**config.mk**
```make
export PLATFORM = sky130hd
export DESIGN_NAME = sysarr_ctrl
export DESIGN_NICKNAME = d
export VERILOG_FILES = /design/src/rtl/sysarr_ctrl.sv
export SDC_FILE = /design/constraint.sdc
export NUM_CORES = 1
export LEC_CHECK = 0
export ABC_AREA = 1
export BUFFER_PORTS_ARGS = -buffer_cell sky130_fd_sc_hd__buf_2
export CAP_MARGIN = 20
export CORE_ASPECT_RATIO = 0.8
export CORE_UTILIZATION = 25
export DETAILED_ROUTE_END_ITERATION = 12
export PLACE_DENSITY_LB_ADDON = 0.12
export SLEW_MARGIN = 20
export SYNTH_ARGS = -nofsm -noshare
export SYNTH_HDL_FRONTEND = slang
export SYNTH_SLANG_ARGS = --single-unit
```
**constraint.sdc**
```tcl
create_clock -name clk -period 2.2 [get_ports clk]
set_input_delay 0.44 -clock clk [delete_from_list [all_inputs] [get_ports clk]]
set_output_delay 0.44 -clock clk [all_outputs]
set_load 0.05 [all_outputs]
```
**src/rtl/sysarr_ctrl.sv**
```systemverilog
// sysarr_ctrl: loads a weight tile into the systolic array, then streams skewed activation vectors and drains.
module sysarr_ctrl #(
    parameter int width_height = 4,
    parameter int ADDR_W       = 8,
    parameter int CNT_W        = 8
) (
    input  logic                        clk,
    input  logic                        rst_n,
    input  logic                        start,
    input  logic                        cfg_wload,
    input  logic [ADDR_W-1:0]           cfg_wbase,
    input  logic [ADDR_W-1:0]           cfg_dbase,
    input  logic [CNT_W-1:0]            cfg_nvec,
    output logic                        w_ren,
    output logic [ADDR_W-1:0]           w_raddr,
    input  logic [16*width_height-1:0]  w_rdata,
    output logic                        d_ren,
    output logic [ADDR_W-1:0]           d_raddr,
    input  logic [8*width_height-1:0]   d_rdata,
    output logic [16*width_height-1:0]  win,
    output logic [width_height-1:0]     wwrite,
    output logic [8*width_height-1:0]   datain,
    output logic                        active,
    output logic                        busy,
    output logic                        done
);
    localparam int N  = width_height;
    localparam int CW = CNT_W + $clog2(N) + 2;

    typedef enum logic [2:0] {IDLE, WLOAD, STREAM, DRAIN, DONE} state_t;

    state_t            state, nxt;
    logic [CW-1:0]     cnt, stream_last;
    logic [ADDR_W-1:0] wbase_q, dbase_q;
    logic [CNT_W-1:0]  nvec_q;
    logic              wr_q, dv;
    logic [8*N-1:0]    vreg;

    assign stream_last = CW'(nvec_q) + CW'(N);

    always_comb begin
        nxt = state;
        case (state)
            IDLE:    if (start) nxt = cfg_wload ? WLOAD : (cfg_nvec != '0) ? STREAM : DONE;
            WLOAD:   if (cnt == CW'(N)) nxt = (nvec_q != '0) ? STREAM : DONE;
            STREAM:  if (cnt == stream_last) nxt = DRAIN;
            DRAIN:   if (cnt == CW'(2*N-1)) nxt = DONE;
            default: nxt = IDLE;
        endcase
    end

    // Highest weight row is fetched first so that row wbase lands in array row 0.
    assign w_ren   = state == WLOAD && cnt < CW'(N);
    assign w_raddr = w_ren ? wbase_q + ADDR_W'(N-1) - ADDR_W'(cnt) : '0;
    assign d_ren   = state == STREAM && cnt < CW'(nvec_q);
    assign d_raddr = d_ren ? dbase_q + ADDR_W'(cnt) : '0;
    assign active  = state == STREAM && cnt >= CW'(2) && cnt <= stream_last;
    assign busy    = state != IDLE;
    assign done    = state == DONE;
    assign wwrite  = {N{wr_q}};
    assign win     = wr_q ? w_rdata : '0;

    always_ff @(posedge clk or negedge rst_n) begin
        if (!rst_n) begin
            state   <= IDLE;
            cnt     <= '0;
            wbase_q <= '0;
            dbase_q <= '0;
            nvec_q  <= '0;
            wr_q    <= 1'b0;
            dv      <= 1'b0;
            vreg    <= '0;
        end else begin
            state <= nxt;
            cnt   <= (nxt != state) ? '0 : cnt + CW'(1);
            if (state == IDLE && start) begin
                wbase_q <= cfg_wbase;
                dbase_q <= cfg_dbase;
                nvec_q  <= cfg_nvec;
            end
            wr_q <= w_ren;
            dv   <= d_ren;
            vreg <= dv ? d_rdata : '0;
        end
    end

    assign datain[7:0] = vreg[7:0];

    // Lane i gets i extra register stages to form the diagonal input wavefront.
    for (genvar i = 1; i < N; i++) begin : g_skew
        logic [8*i-1:0] sr;
        if (i == 1) begin : g_one
            always_ff @(posedge clk or negedge rst_n)
                if (!rst_n) sr <= '0;
                else sr <= vreg[8*i +: 8];
        end else begin : g_many
            always_ff @(posedge clk or negedge rst_n)
                if (!rst_n) sr <= '0;
                else sr <= {sr[8*i-9:0], vreg[8*i +: 8]};
        end
        assign datain[8*i +: 8] = sr[8*i-1 -: 8];
    end
endmodule
```
==> metrics <==
CTS Sinks 121; mux contribution to synthesized area under 10%; critical path's slowest cell dfrtp_2; simple-gate share of the synthesized area 18.0%; IO buf count 244; Buf/Inv on CP 4; Synth cell types 31; crit path kind reg2out; die area 24900 um2; Die Ht 141 um; vias in the first global route just under 5000; crit-path cells buf_6 > inv_4 > ha_4 > inv_2 > ha_4 > a21oi_2 > o21ai_1 > a21o_1 > nand2_1 > nand3_2 > a21oi_4 > buf_12; synthesis-to-finish area growth 57.9%; first-pass GRT wire length 25800 um; Yosys warnings 0; initial antenna violation count 1; die width 176 um; Req. time, crit path 1.76 ns; status finished with violations; mapped cell area 6060 um2; Reg area 3030 um2; placed insts approximately 1300; GRT overflow 0; worst r2r dst cnt[0]; largest family of logic cells by synthesized area simple AND/OR/NAND/NOR gates; Max Slew Vio Count 0; crit share post-route 130%; Crit Reg-Reg Startpoint nvec_q[3]; Rows 50; TritonRoute pass-1 iters 4; CORE AREA between 20000 and 25000 um2; WL/cell 12.7 um; worst slew pin tran just over 0.5 ns; Rel. slew slack 65.3%; CTS root buf clkbuf_16; Crit path top cell by count ha_4; Final min period 2.87 ns; CP delay by family, top compound AO/OA/AOI/OAI gates; worst clock skew 0.00917 ns; Synth Area in XOR/XNOR 3.32%; Reg2Reg Depth 18; CTS Buf Count 17; largest net degree at the start of global routing 51; Synth Area in Compound Gates 3.09%; Initial DRC Count about 170; Worst Hold Class in2async; Clk pin slew, worst setup/hold paths 0.06 ns; f_max 349 MHz; Remaining DRCs 0; Final Hold Fails 0; Max-Cap Viols 0; Filler Cell Count roughly 2400; Tot GR Track Use 13.3%; Leak about 5.6 nW; final cell count without fillers about 1300; Starting Density 25.7%; VDD IR max between 0.0007 and 0.0008 V; fin worst setup slack -0.665 ns; I/O Pins about 250; DRT antenna net count 0; fin nets 1147; RSZ-0062 raised after global routing yes; Synth Area in Adders 8.71%; Critical Path Start nvec_q[2]; Power Dens Cells 1540 nW/um2; via count 5039; worst path arrival time about 2.4 ns; R2R Setup Slk -0.21 ns; fraction of layout cells with a size suffix above 1 50.9%; clock latency on the worst-skew pair 0.41 ns; CP peak stage delay 0.44 ns; failing checks negative setup slack; Synth Area per Inst 8.89 um2; htree depth 4; Setup crit end kind output pin; Synth Register Bits 121; DRT Wirelength 16600 um; Startpoint Class flip-flop; drt via density 3.86; post-layout util between 40% and 50%; Setup-failing EPs final 30; Gate Count Post-Synth a little under 700; Mapped Nets between 800 and 900; Crit Path Max Fanout 4; CTS tree yes; diode count 0; CTS max path bufs 2; Final HPWL DP 12400 um; Seq/Total Area, Yosys 49.9%; multi-input gate area in the final layout roughly 2900 um2; Final Wtd Congestion 0.761
where the power goes:
part,internal (W),switching [W]
registers,0.00287,0.000358
clock network,0.00162,0.00111
logic,0.00335,0.00542
total,0.00784,0.00689
flip-flops by register name, indices dropped and copies added (netlist names):
| register | cells |
|---|---|
| cnt | 12 |
| dbase_q | 8 |
| dv | 1 |
| g_skew.sr | 48 |
| nvec_q | 8 |
| state | 3 |
| vreg | 32 |
| wbase_q | 8 |
| wr_q | 1 |
per-stage QoR:
step | worst slack (ns) | power [W] | hold slack (ns) | TNS, ns | instance area [um2]
detailed placement | -0.351 | 0.0104 | 0.335 | -6.06 | 8130
finish | -0.665 | 0.0147 | 0.0000610 | -9.53 | 9580
CTS | -0.672 | 0.0146 | 0.0150 | -10.47 | 9390
global route | -0.784 | 0.0157 | 0.0259 | -13.94 | 9580
floorplan | -0.289 | 0.00845 | 0.144 | -2.71 | 6240
global placement | -0.331 | 0.0105 | 0.331 | -4.82 | 8130
cell usage after synthesis (all sizes together):
library cell  instances  area, um2
a21o                  3       22.5
a21oi                19       98.9
a31oi                 1       6.26
buf                  33        246
clkbuf               10       37.5
dfrtp               121       3030
fa                    2       40.0
ha                   39        488
inv                 150        563
mux2                 16        180
nand2               159        604
nand3                29        155
nand3b                1       7.51
nand4                 2       12.5
nor2                 53        244
nor3                  7       55.1
nor3b                 1       7.51
nor4                  1       6.26
o21ai                12       60.1
xnor2                 8       70.1
xor2                 15        131
layer usage:
layer | up-vias | track usage (%) | routed length (um)
met2 | 120 | 19.4 | 7420
met3 | 14 | 3.78 | 819
li1 | 2618 | - | -
met4 | 2 | 3.84 | 142
met5 | - | 0 | 13
met1 | 2285 | 19.1 | 8200
worst reg2reg max path: stages (launching register included):
cell     delay [ns]
dfrtp_1        0.41
ha_2           0.22
nand3_2        0.09
nor2_1         0.10
nand2_1        0.08
ha_1           0.27
inv_1          0.04
nor2_2         0.11
nand2_2        0.08
nor2_4         0.14
nand3_1        0.09
nand2_1        0.09
inv_2          0.05
nand2_2        0.05
nand2_1        0.06
nand2_2        0.08
nand3_4        0.12
buf_12         0.19
nor2_4         0.09
cell families after synthesis:
group | after synthesis
and+or+nand+nor | 253
buffers and inverters | 193
DFF | 121
adders and majority gates | 41
AOI/OAI and AO/OA | 35
xor gates and xnor gates | 23
muxes | 16
timing repair:
action | 4_1_cts | 5_1_grt
hold buffers | 0 | 0
pin swaps | 39 | 26
resized for setup | 132 | 39
cloned | 1 | 0
setup endpoints to repair | 31 | 31
endpoints found under the hold margin | 0 | 0
setup buffers | 13 | 9
area by class of cell:
class	count	area share, %
flip-flops and latches	121	31.7
multi-input cells	368	29.8
repair buffers	324	22.4
inverters	150	6.04
clock buffers	19	4.62
well taps	312	4.08
clock inverters	13	1.40
how the worst max path moves through the flow:
stage,endpoint,slack (ns),depth (start not counted)
after floorplan,w_raddr[7],-0.29,10
after global placement,w_raddr[7],-0.33,14
after detailed placement,w_raddr[7],-0.35,13
after CTS,active,-0.67,12
after global routing,active,-0.78,12
final,active,-0.67,12
placed cells by master, fill, tap and decap left out, types with 7 or more instances in the layout:
cell type  netlist  routed
inv_1          143     133
buf_12           0       8
inv_6            0       7
nand3_2          2       9
clkbuf_16        0      17
buf_6            2      29
nand3_1         27      19
o21ai_0         12       8
buf_2            2     224
ha_1            39      19
a21oi_2          1      10
nor2_1          39      15
nor2_2          12      13
nand2_1        156     140
dfrtp_1        121     117
inv_2            7      13
nand2_2          3      17
nor2_4           2      25
ha_4             0      18
xor2_1          15      12
buf_4           28      56
mux2_2          16      16
No activity file was read; power rests on OpenSTA's default activity.
